`src/rtl/writeback_stage.sv`:
```
// rtl/writeback_stage.sv - W stage: load extraction, result select, W->D bypass, instret counter, retire trace
module writeback_stage #(
  parameter logic [63:0] INSTRET_RESET = 64'h0,
  parameter bit          TRACE_EN      = 1'b1
) (
  input  logic        clk,
  input  logic        reset,
  input  logic        Stall,
  input  logic        ValidW,
  input  logic        RegWriteW,
  input  logic [1:0]  ResultSrcW,
  input  logic [2:0]  LoadOpW,
  input  logic [4:0]  RdW,
  input  logic [31:0] AluResultW,
  input  logic [31:0] PCPlus4W,
  input  logic [31:0] ReadDataW,
  input  logic [4:0]  Rs1D,
  input  logic [4:0]  Rs2D,
  input  logic [31:0] RD1RawD,
  input  logic [31:0] RD2RawD,
  input  logic        InstretWe,
  input  logic        InstretWrHi,
  input  logic [31:0] InstretWrData,
  output logic [31:0] ResultW,
  output logic        RfWe,
  output logic [4:0]  RfAddr,
  output logic [31:0] RD1D,
  output logic [31:0] RD2D,
  output logic [63:0] Instret,
  output logic        RetireValid,
  output logic [31:0] RetirePC,
  output logic [4:0]  RetireRd,
  output logic [31:0] RetireData
);

  localparam logic [1:0] RES_ALU = 2'b00;
  localparam logic [1:0] RES_MEM = 2'b01;
  localparam logic [1:0] RES_PC4 = 2'b10;

  // Load ops use the RISC-V funct3 encoding
  localparam logic [2:0] LD_LB  = 3'b000;
  localparam logic [2:0] LD_LH  = 3'b001;
  localparam logic [2:0] LD_LW  = 3'b010;
  localparam logic [2:0] LD_LBU = 3'b100;
  localparam logic [2:0] LD_LHU = 3'b101;

  logic [7:0]  w_byte;
  logic [15:0] w_half;
  logic [31:0] w_load;
  logic [31:0] w_result;
  logic        w_rf_we;
  logic [63:0] r_instret;
  logic [63:0] w_instret_inc;

  always_comb begin
    w_byte = 8'h00;
    case (AluResultW[1:0])
      2'd0: w_byte = ReadDataW[7:0];
      2'd1: w_byte = ReadDataW[15:8];
      2'd2: w_byte = ReadDataW[23:16];
      2'd3: w_byte = ReadDataW[31:24];
      default: w_byte = 8'h00;
    endcase
  end

  // Misaligned halves fall back to offset[1]; no trap is raised in this stage
  assign w_half = AluResultW[1] ? ReadDataW[31:16] : ReadDataW[15:0];

  always_comb begin
    w_load = ReadDataW;
    case (LoadOpW)
      LD_LB:   w_load = {{24{w_byte[7]}}, w_byte};
      LD_LH:   w_load = {{16{w_half[15]}}, w_half};
      LD_LW:   w_load = ReadDataW;
      LD_LBU:  w_load = {24'h0, w_byte};
      LD_LHU:  w_load = {16'h0, w_half};
      default: w_load = ReadDataW;
    endcase
  end

  always_comb begin
    w_result = AluResultW;
    case (ResultSrcW)
      RES_ALU: w_result = AluResultW;
      RES_MEM: w_result = w_load;
      RES_PC4: w_result = PCPlus4W;
      default: w_result = AluResultW;
    endcase
  end

  assign w_rf_we = RegWriteW & ValidW & (RdW != 5'd0);

  assign ResultW = w_result;
  assign RfWe    = w_rf_we;
  assign RfAddr  = RdW;

  // w_rf_we already excludes x0, so a zero source index never bypasses
  assign RD1D = (w_rf_we && (Rs1D == RdW)) ? w_result : RD1RawD;
  assign RD2D = (w_rf_we && (Rs2D == RdW)) ? w_result : RD2RawD;

  assign w_instret_inc = r_instret + 64'd1;

  // A CSR write wins over the retire increment so software sees the exact value
  always_ff @(posedge clk or posedge reset) begin
    if (reset) begin
      r_instret <= INSTRET_RESET;
    end else if (InstretWe) begin
      if (InstretWrHi) begin
        r_instret[63:32] <= InstretWrData;
      end else begin
        r_instret[31:0] <= InstretWrData;
      end
    end else if (ValidW && !Stall) begin
      r_instret <= w_instret_inc;
    end
  end

  assign Instret = r_instret;

  generate
    if (TRACE_EN) begin : g_trace
      logic        r_ret_valid;
      logic [31:0] r_ret_pc;
      logic [4:0]  r_ret_rd;
      logic [31:0] r_ret_data;

      always_ff @(posedge clk or posedge reset) begin
        if (reset) begin
          r_ret_valid <= 1'b0;
          r_ret_pc    <= 32'h0;
          r_ret_rd    <= 5'd0;
          r_ret_data  <= 32'h0;
        end else if (Stall) begin
          r_ret_valid <= 1'b0;
        end else begin
          r_ret_valid <= ValidW;
          r_ret_pc    <= PCPlus4W - 32'd4;
          r_ret_rd    <= w_rf_we ? RdW : 5'd0;
          r_ret_data  <= w_rf_we ? w_result : 32'h0;
        end
      end

      assign RetireValid = r_ret_valid;
      assign RetirePC    = r_ret_pc;
      assign RetireRd    = r_ret_rd;
      assign RetireData  = r_ret_data;
    end else begin : g_no_trace
      assign RetireValid = 1'b0;
      assign RetirePC    = 32'h0;
      assign RetireRd    = 5'd0;
      assign RetireData  = 32'h0;
    end
  endgenerate

endmodule

```
`config.mk`:
```
export PLATFORM = sky130hd
export DESIGN_NAME = writeback_stage
export DESIGN_NICKNAME = d
export VERILOG_FILES = /design/src/rtl/writeback_stage.sv
export SDC_FILE = /design/constraint.sdc
export NUM_CORES = 1
export LEC_CHECK = 0
export BUFFER_PORTS_ARGS = -buffer_cell sky130_fd_sc_hd__buf_4
export CAP_MARGIN = 20
export CORE_AREA = 2 2 176 178
export CTS_BUF_LIST = sky130_fd_sc_hd__clkbuf_4 sky130_fd_sc_hd__clkbuf_8
export DETAILED_ROUTE_END_ITERATION = 16
export DIE_AREA = 0 0 178 180
export PLACE_DENSITY = 0.58
export SLEW_MARGIN = 0
export SYNTH_ARGS = -nofsm -noshare
export SYNTH_HDL_FRONTEND = slang
export SYNTH_SLANG_ARGS = --single-unit
```
`constraint.sdc`:
```
create_clock -name clk -period 4.7 [get_ports clk]
set_clock_uncertainty 0.2 [all_clocks]
set_input_delay 0 -clock clk [delete_from_list [all_inputs] [get_ports clk]]
set_output_delay 0 -clock clk [all_outputs]
set_load 0.02 [all_outputs]
```
==> results.sh, run 1 <==
export IMPL_status="finished clean"
export IMPL_htree_levels=4
export IMPL_syn_to_final_growth_pct=56.5
export IMPL_final_hold_violation_count=0
export IMPL_cts_tree="built"
export IMPL_vias_per_cell=5.69
export IMPL_grt_pass1_wl_mm=73.7
export IMPL_cts_buffers=17
export IMPL_rsz0062_at_grt="false"
export IMPL_grtUsageTotal_pct=30.4
export IMPL_dp_final_hpwl_mm=37.8
export IMPL_crit_required_ns=4.50
export IMPL_final_max_slew_viol_count=0
export IMPL_clock_fmax_ghz=0.289
export IMPL_routed_wl_mm=50.0
export IMPL_hp_class="in -> reg"
export IMPL_via_count=12100
export IMPL_ys_flop_type="dfrtp_1"
export IMPL_post_route_min_period_ns=3.46
export IMPL_layout_drive_gt1_share_pct=35.4
export IMPL_synth_cell_types=70
export IMPL_holdPathStages=4
export IMPL_nets=1938
export IMPL_synth_seq_cells=134
export IMPL_worstSetupPathType="in -> out"
export IMPL_netlist_area_leader_share_pct=34.1
export IMPL_maxCapViolCount=0
export IMPL_powerDensity_nw_per_um2=269
export IMPL_synth_nets=1390
export IMPL_hp_start="AluResultW[0]"
export IMPL_firstDrtPassIters=6
export IMPL_grt_pass1_vias=11600
export IMPL_p_total_mw=4.14
export IMPL_fp_dieH_um=180
export IMPL_clockRootBuffer="clkbuf_8"
export IMPL_grt_antenna_before_repair=4
export IMPL_clkSinkCount=134
export IMPL_synth_top_area_cell="dfrtp_1"
export IMPL_critPathLaunchType="primary input"
export IMPL_cts_resized_gates=0
export IMPL_rr_worst_depth=6
export IMPL_routabilityCongestion=0.940
export IMPL_route_detailed_drc=0
export IMPL_clk_pin_slew_ns=0.08
export IMPL_async_reset_ff_share_pct=100
export IMPL_port_buffers=454
export IMPL_grt_max_degree=101
export IMPL_synthTopCellsByCount="134 x dfrtp_1, 109 x o21ai_0, 105 x nand2_1, 76 x mux2_2, 66 x clkbuf_1"
export IMPL_synth_seq_area_share_pct=34.1
export IMPL_worst_pin_slew_ns=1.18
export IMPL_dieArea_um2=32000
export IMPL_reg2reg_from="Instret[5]"
export IMPL_finalCritPeriodShare_pct=73.7
export IMPL_cts_setup_buffers=0
export IMPL_endpoint_kind="primary output"
export IMPL_synth_warnings=0
export IMPL_syn_avg_cell_area_um2=8.43
export IMPL_fin_util_pct=51.0
export IMPL_vdd_ir_drop_max_mv=0.158
export IMPL_antenna_left=0
export IMPL_die_w_um=178
export IMPL_crit_fanout=32
export IMPL_max_slew_margin_pct=21.1
export IMPL_setup_viol=0
export IMPL_wl_per_cell_um=23.5
export IMPL_reg2reg_to="Instret[19]"
export IMPL_synth_edf_count=0
export IMPL_worstPathArrival_ns=3.26
export IMPL_postCtsHoldBufs=143
export IMPL_synth_most_common_cell="dfrtp_1"
export IMPL_core_area_um2=30200
export IMPL_io_pins=455
export IMPL_cts_path_max_buffers=2
export IMPL_r2r_slack_ns=1.60
export IMPL_whs_endpoint="RetireData[0]"
export IMPL_start_util_pct=32.6
export IMPL_std_cell_rows=64
export IMPL_synthesis_area_um2=9840
export IMPL_clock_latency_ns=0.48
export IMPL_syn_inst=1167
export IMPL_tns_ns=0
export IMPL_leakagePower_nw=6.79
export IMPL_first_iter_violations=989
export IMPL_overflow=0
export IMPL_ys_top_cells_by_area="dfrtp_1 34%, mux2_2 8.7%, o21ai_0 5.5%, nand2_1 4.0%, a22o_1 2.9%"
[through the flow]
| step | setup WS (ns) | instances | cell area, µm² | hold slack (ns) |
|---|---|---|---|---|
| floorplan | 0.917 | 1167 | 9840 | -0.0874 |
| global placement | 1.30 | 1947 | 13500 | 0.0510 |
| detailed placement | 1.32 | 1947 | 13500 | 0.0552 |
| CTS | 1.32 | 2121 | 15300 | 0.0236 |
| global route | 1.13 | 2127 | 15400 | 0.0508 |
| finish | 1.24 | 2127 | 15400 | 0.0279 |
[cell families (layout without fill, tap and decap cells)]
logic type	after synthesis	in the layout	synth area share, %
AOI/OAI and AO/OA	331	331	22.0
buffers and inverters	127	687	5.25
adders and majority gates	4	4	0.509
and+or+nand+nor	448	448	25.1
xor gates and xnor gates	35	35	3.12
DFF	134	134	34.1
muxes	88	88	9.92
other	0	4	0
[how the worst max path moves through the flow]
| stage | startpoint | end | slack, ns | depth (start not counted) |
|---|---|---|---|---|
| after floorplan | reset | Instret[0] | 0.92 | 1 |
| after global placement | ResultSrcW[1] | RD2D[28] | 1.30 | 7 |
| after detailed placement | ResultSrcW[1] | RD1D[28] | 1.32 | 7 |
| after CTS | InstretWe | Instret[19] | 1.32 | 8 |
| after global routing | InstretWe | Instret[19] | 1.13 | 8 |
| final | ResultSrcW[1] | RD1D[28] | 1.24 | 7 |
[routing by layer]
metal | wire [µm] | track usage, %
met4 | 2120 | 13.0
met1 | 19300 | 38.1
met3 | 3750 | 4.65
met5 | 0 | 0
met2 | 24800 | 51.6
[flip-flops by register name, indices dropped and copies added, names as in the netlist]
name         flops
RetireData      32
RetireValid      1
RetireRd         5
Instret         64
RetirePC        32
[power breakdown]
part	total, mW	switching (mW)	internal [mW]
Sequential	1.51	0.214	1.29
Combinational	1.61	0.902	0.705
Clock	1.03	0.549	0.482
Total	4.14	1.66	2.48
[layout make-up]
cell class | instances | area, µm²
antenna | 4 | 10.0
clock buffer | 18 | 241
clock inverter | 13 | 149
fill | 2919 | 14800
inverter | 39 | 151
multi-input combinational | 906 | 5980
sequential | 134 | 3350
tap | 396 | 495
timing repair buffer | 617 | 5010
[cell usage in the layout, fill, tap and decap left out, drive strengths merged, types with 9 or more instances in the layout]
| cell type | n |
|---|---|
| buf | 473 |
| nor2 | 59 |
| a31oi | 9 |
| nand3 | 50 |
| dfrtp | 134 |
| a211oi | 12 |
| o21a | 9 |
| a221oi | 24 |
| and4 | 14 |
| inv | 43 |
| clkbuf | 19 |
| xnor2 | 22 |
| or4 | 13 |
| a21oi | 57 |
| o21ai | 121 |
| nand2 | 105 |
| nor3 | 41 |
| nor4 | 25 |
| and3 | 40 |
| mux2 | 76 |
| a22o | 33 |
| mux2i | 12 |
| dlygate4sd3 | 143 |
| xor2 | 13 |
| nand4 | 45 |
[worst max-delay path, cell delays in order]
cell	delay [ns]
buf_4	0.13
ha_1	0.79
inv_1	0.62
and3_1	0.32
a221oi_1	0.91
mux2_2	0.32
buf_4	0.14
Note: power is estimated with default switching activity, not from simulation.
==> run 2: changes to the inputs <==
clock period = 3.2 ns   (was 4.7 ns; I/O delays follow)
==> run 2 against run 1 <==
Net effect: clock-buffer cell count unchanged; critical path type is now reg -> reg; die area unchanged; global-route usage about the same; setup slack worse by 1.1 ns; highest routed layer unchanged; critical path depth fell by 1; cell area rose by 2.5%.
==> results.sh, run 2 (same netlist as run 1, synthesis figures left out) <==
export IMPL_status="finished clean"
export IMPL_nets=1980
export IMPL_vias_per_cell=5.69
export IMPL_placed_area_um2=13900
export IMPL_grt_antenna_before_repair=7
export IMPL_powerDensity_nw_per_um2=393
export IMPL_endpoint_kind="flip-flop"
export IMPL_overflow=0
export IMPL_clkSinkCount=134
export IMPL_vdd_ir_drop_max_mv=0.265
export IMPL_first_iter_violations=1019
export IMPL_route_detailed_drc=0
export IMPL_clockRootBuffer="clkbuf_8"
export IMPL_worst_pin_slew_ns=1.06
export IMPL_worstSetupPathType="reg -> reg"
export IMPL_cts_tree="built"
export IMPL_largest_register_ffs=64
export IMPL_fp_dieH_um=180
export IMPL_cp_cell_sequence="nand4_1, nor4_4, nand4_1, or4_1, nand3_1, dlygate4sd3_1"
export IMPL_slowest_stage="dlygate4sd3_1"
export IMPL_clock_fmax_ghz=0.324
export IMPL_grt_pass1_vias=12000
export IMPL_cts_buffers=17
export IMPL_clk_pin_slew_ns=0.09
export IMPL_cts_path_max_buffers=2
export IMPL_finalCritPeriodShare_pct=96.5
export IMPL_clock_latency_ns=0.46
export IMPL_critical_path_most_common_cell="nand4_1"
export IMPL_critPathLaunchType="flip-flop"
export IMPL_fin_ws_ns=0.111
export IMPL_whs_ns=0.0215
export IMPL_syn_to_final_growth_pct=60.3
export IMPL_routabilityCongestion=0.980
export IMPL_layout_drive_gt1_share_pct=36.7
export IMPL_tns_ns=0
export IMPL_stdcell_area_um2=15800
export IMPL_worstPathArrival_ns=3.28
export IMPL_core_area_um2=30200
export IMPL_dieArea_um2=32000
export IMPL_leakagePower_nw=7.03
export IMPL_final_hold_violation_count=0
export IMPL_max_stage_delay_ns=0.56
export IMPL_antenna_left=0
export IMPL_firstDrtPassIters=6
export IMPL_wl_per_cell_um=23.1
export IMPL_max_slew_margin_pct=29.4
export IMPL_routed_wl_mm=50.1
export IMPL_grtUsageTotal_pct=30.5
export IMPL_most_common_layout_cells="509 x buf_4, 147 x dlygate4sd3_1, 134 x dfrtp_1"
export IMPL_htree_levels=4
export IMPL_final_max_slew_viol_count=0
export IMPL_crit_required_ns=3.39
export IMPL_rsz0062_at_grt="false"
export IMPL_dp_final_hpwl_mm=38.6
export IMPL_hp_class="in -> reg"
export IMPL_die_w_um=178
export IMPL_maxCapViolCount=0
export IMPL_port_buffers=454
export IMPL_std_cell_rows=64
export IMPL_io_pins=455
export IMPL_via_count=12400
export IMPL_post_place_ws_ns=0.650
export IMPL_final_common_cell="buf_4"
export IMPL_start_util_pct=32.6
export IMPL_setup_viol=0
export IMPL_post_route_min_period_ns=3.09
export IMPL_crit_fanout=9
export IMPL_grt_pass1_wl_mm=73.9
export IMPL_grt_max_degree=103
==> run 2: cell count changes in the layout (fill, tap and decap cells not counted), sizes merged <==
cell / change
buf: +39
clkbuf: -1
clkinv: +1
clkinvlp: -1
diode: +3
dlygate4sd3: +4
inv: +1
==> run 2: layer usage <==
layer / wire (µm) / track usage, % / vias up / part of all wire, %
met1: 19400 / 37.4 / 5992 / 39
li1: - / - / 5609 / -
met3: 3610 / 5.01 / 118 / 7.2
met5: 0 / 0 / - / 0
met4: 2150 / 14.7 / 0 / 4.3
met2: 25000 / 51.5 / 650 / 50
==> run 2: repair_timing <==
action	CTS	global route
hold endpoints to repair	267	0
hold buffers	147	0
gates resized for setup	0	1
setup buffers	0	1
endpoints found under the setup margin	0	2
==> run 2: where the power goes <==
group / switching [mW] / leakage [nW] / total (mW) / internal (mW)
Sequential: 0.302 / 1.66 / 2.20 / 1.90
Combinational: 1.35 / 5.16 / 2.44 / 1.09
Clock: 0.817 / 0.208 / 1.55 / 0.737
Total: 2.47 / 7.03 / 6.20 / 3.72
==> run 2: path summary, 6_finish.rpt <==
| check | start | to | slack, ns | cells after the start |
|---|---|---|---|---|
| max in group asynchronous | reset | RetireRd[3] | 1.54 | 6 |
| min in group asynchronous | reset | RetireRd[4] | 0.44 | 4 |
| worst min-delay path | ReadDataW[11] | RetireData[11] | 0.02 | 5 |
| worst max-delay path | Instret[5] | Instret[53] | 0.11 | 6 |
| worst min register to register | RetirePC[5] | RetirePC[5] | 0.29 | 1 |
| worst max register to register | Instret[5] | Instret[53] | 0.11 | 6 |
==> run 2: through the flow <==
stage          power (mW)  instances  util, %
3_5_place_dp         4.48       1986     45.9
6_report             6.20       2173     52.2
2_1_floorplan        3.29       1167        -
3_3_place_gp         4.46       1985     45.8
4_1_cts              6.19       2165     52.1
5_1_grt              6.47       2173     52.2
==> run 2: layout make-up <==
class | instances | area (µm²)
diodes | 7 | 17.5
inverters | 39 | 150
clock inverters | 14 | 165
repair buffers | 659 | 5350
clock buffers | 18 | 248
well taps | 396 | 495
flip-flops and latches | 134 | 3350
fillers | 2938 | 14400
multi-input cells | 906 | 5990
==> run 2: critical path, delay by kind of cell (launching register included) <==
kind	cells	cell delay, ns
buffers and inverters	1	0.56
flip-flops	1	0.49
AND/OR/NAND/NOR	5	1.77
==> run 3: changes to the inputs <==
PLACE_DENSITY = unset   (was 0.58)
PLACE_DENSITY_LB_ADDON = 0.1   (was unset)
==> run 3 against run 2 <==
Net effect: cell area is 0.14% higher; fmax is 0.32% higher; via count is 0.74% lower; largest power group unchanged.
==> results.sh, run 3 (same netlist as run 1, synthesis figures left out) <==
export IMPL_cts_resized_gates=0
export IMPL_firstDrtPassIters=5
export IMPL_hp_class="in -> reg"
export IMPL_wl_met3_mm=3.04
export IMPL_route_detailed_drc=0
export IMPL_layout_drive_gt1_share_pct=36.5
export IMPL_cts_setup_buffers=0
export IMPL_cp_cell_sequence="dlygate4sd3_1, buf_4, or3b_2, nand2_1, buf_4, nand3_1, o211ai_1, dlygate4sd3_1"
export IMPL_worst_pin_slew_ns=0.976
export IMPL_grt_pass1_vias=11900
export IMPL_placed_area_um2=13800
export IMPL_critPathBufInv=4
export IMPL_io_pins=455
export IMPL_routabilityCongestion=0.933
export IMPL_tns_ns=0
export IMPL_fp_dieH_um=180
export IMPL_grtUsageTotal_pct=30.2
export IMPL_routed_wl_mm=49.4
export IMPL_post_route_min_period_ns=3.08
export IMPL_cts_buffers=17
export IMPL_rr_worst_depth=6
export IMPL_via_count=12300
export IMPL_reg2reg_to="Instret[6]"
export IMPL_critPathLaunchType="primary input"
export IMPL_port_buffers=454
export IMPL_dp_cells=1988
export IMPL_status="finished clean"
export IMPL_clk_pin_slew_ns=0.08
export IMPL_clock_fmax_ghz=0.325
export IMPL_finalNonFillerCells=2178
export IMPL_stdcell_area_um2=15800
export IMPL_grt_antenna_before_repair=4
export IMPL_overflow=0
export IMPL_rsz0062_at_grt="false"
export IMPL_wl_per_cell_um=22.7
export IMPL_clkSinkCount=134
export IMPL_final_max_slew_viol_count=0
export IMPL_critPathTopFamily="buffers and inverters"
export IMPL_r2r_slack_ns=0.37
export IMPL_powerDensity_nw_per_um2=387
export IMPL_endpoint_kind="flip-flop"
export IMPL_reg2reg_from="Instret[0]"
export IMPL_most_common_layout_cells="512 x buf_4, 155 x dlygate4sd3_1, 134 x dfrtp_1"
export IMPL_whs_ns=0.0155
export IMPL_postCtsHoldBufs=155
export IMPL_clockRootBuffer="clkbuf_8"
export IMPL_antenna_left=0
export IMPL_worstPathArrival_ns=3.29
export IMPL_max_stage_delay_ns=0.63
export IMPL_crit_start="InstretWe"
export IMPL_wl_met1_mm=19.5
export IMPL_htree_levels=4
export IMPL_std_cell_rows=64
export IMPL_final_hold_violation_count=0
export IMPL_die_w_um=178
export IMPL_grt_pass1_wl_mm=73.2
export IMPL_grt_max_degree=135
export IMPL_core_area_um2=30200
export IMPL_top_layer="met5"
export IMPL_dp_final_hpwl_mm=38.2
export IMPL_vias_per_cell=5.64
export IMPL_start_util_pct=32.6
export IMPL_crit_end="Instret[19]"
export IMPL_slowest_stage="or3b_2"
export IMPL_maxCapViolCount=0
export IMPL_syn_to_final_growth_pct=60.5
export IMPL_crit_cells=8
export IMPL_wl_met2_mm=24.6
export IMPL_worstSetupPathType="in -> reg"
export IMPL_dieArea_um2=32000
export IMPL_crit_fanout=61
export IMPL_setup_viol=0
export IMPL_first_iter_violations=962
export IMPL_max_slew_margin_pct=35.0
export IMPL_vdd_ir_drop_max_mv=0.244
export IMPL_clock_latency_ns=0.48
export IMPL_cts_tree="built"
export IMPL_final_common_cell="buf_4"
export IMPL_nets=1989
export IMPL_crit_required_ns=3.41
export IMPL_cts_path_max_buffers=2
export IMPL_largest_register_ffs=64
export IMPL_leakagePower_nw=7.05
export IMPL_finalCritPeriodShare_pct=96.2
-- run 3: cell types whose count changed in the layout (fill, tap and decap cells not counted), moves of 3 or more --
| cell | previous run | this run |
|---|---|---|
| dlygate4sd3_1 | 147 | 155 |
| diode_2 | 7 | 3 |
| buf_4 | 509 | 512 |
| clkinv_2 | 1 | 4 |
| inv_6 | 4 | 1 |
-- run 3: area by class of cell --
| class | instances | area, µm² |
|---|---|---|
| antenna | 3 | 7.51 |
| clock buffer | 20 | 263 |
| clock inverter | 12 | 129 |
| fill | 2897 | 14400 |
| inverter | 39 | 150 |
| multi-input combinational | 906 | 5980 |
| sequential | 134 | 3350 |
| tap | 396 | 495 |
| timing repair buffer | 668 | 5420 |
-- run 3: worst min-delay path, cell delays in order --
cell and delay, ns:
buf_4 0.08, o21ai_0 0.07, a21oi_1 0.18, buf_4 0.19, a22o_1 0.12
-- run 3: per-stage QoR --
step	util [%]	setup WS, ns	power [mW]
floorplan	-	0.775	3.29
global placement	45.9	0.613	4.48
detailed placement	45.9	0.567	4.49
CTS	52.3	0.270	6.12
global route	52.3	0.0905	6.41
finish	52.3	0.121	6.12
-- run 3: how the worst min path moves through the flow --
stage	from	end	slack (ns)	depth (start not counted)
after global placement	RdW[1]	RfAddr[1]	0.06	2
final	AluResultW[7]	RetireData[7]	0.02	5
after floorplan	RdW[0]	RfAddr[0]	-0.09	1
after detailed placement	RdW[3]	RfAddr[3]	0.05	2
after CTS	AluResultW[21]	RetireData[21]	0.006	4
after global routing	AluResultW[7]	RetireData[7]	0.001	5
-- run 3: layer usage --
metal / vias up / GRT usage [%]
li1: 5605 / -
met1: 5950 / 37.2
met2: 609 / 51.5
met3: 111 / 4.21
met4: 2 / 14.4
met5: - / 0
-- run 3: power breakdown --
part	total, mW	switching, mW	internal [mW]	leakage [nW]
sequential	2.19	0.291	1.90	1.66
combinational	2.46	1.36	1.10	5.20
clock	1.47	0.743	0.728	0.196
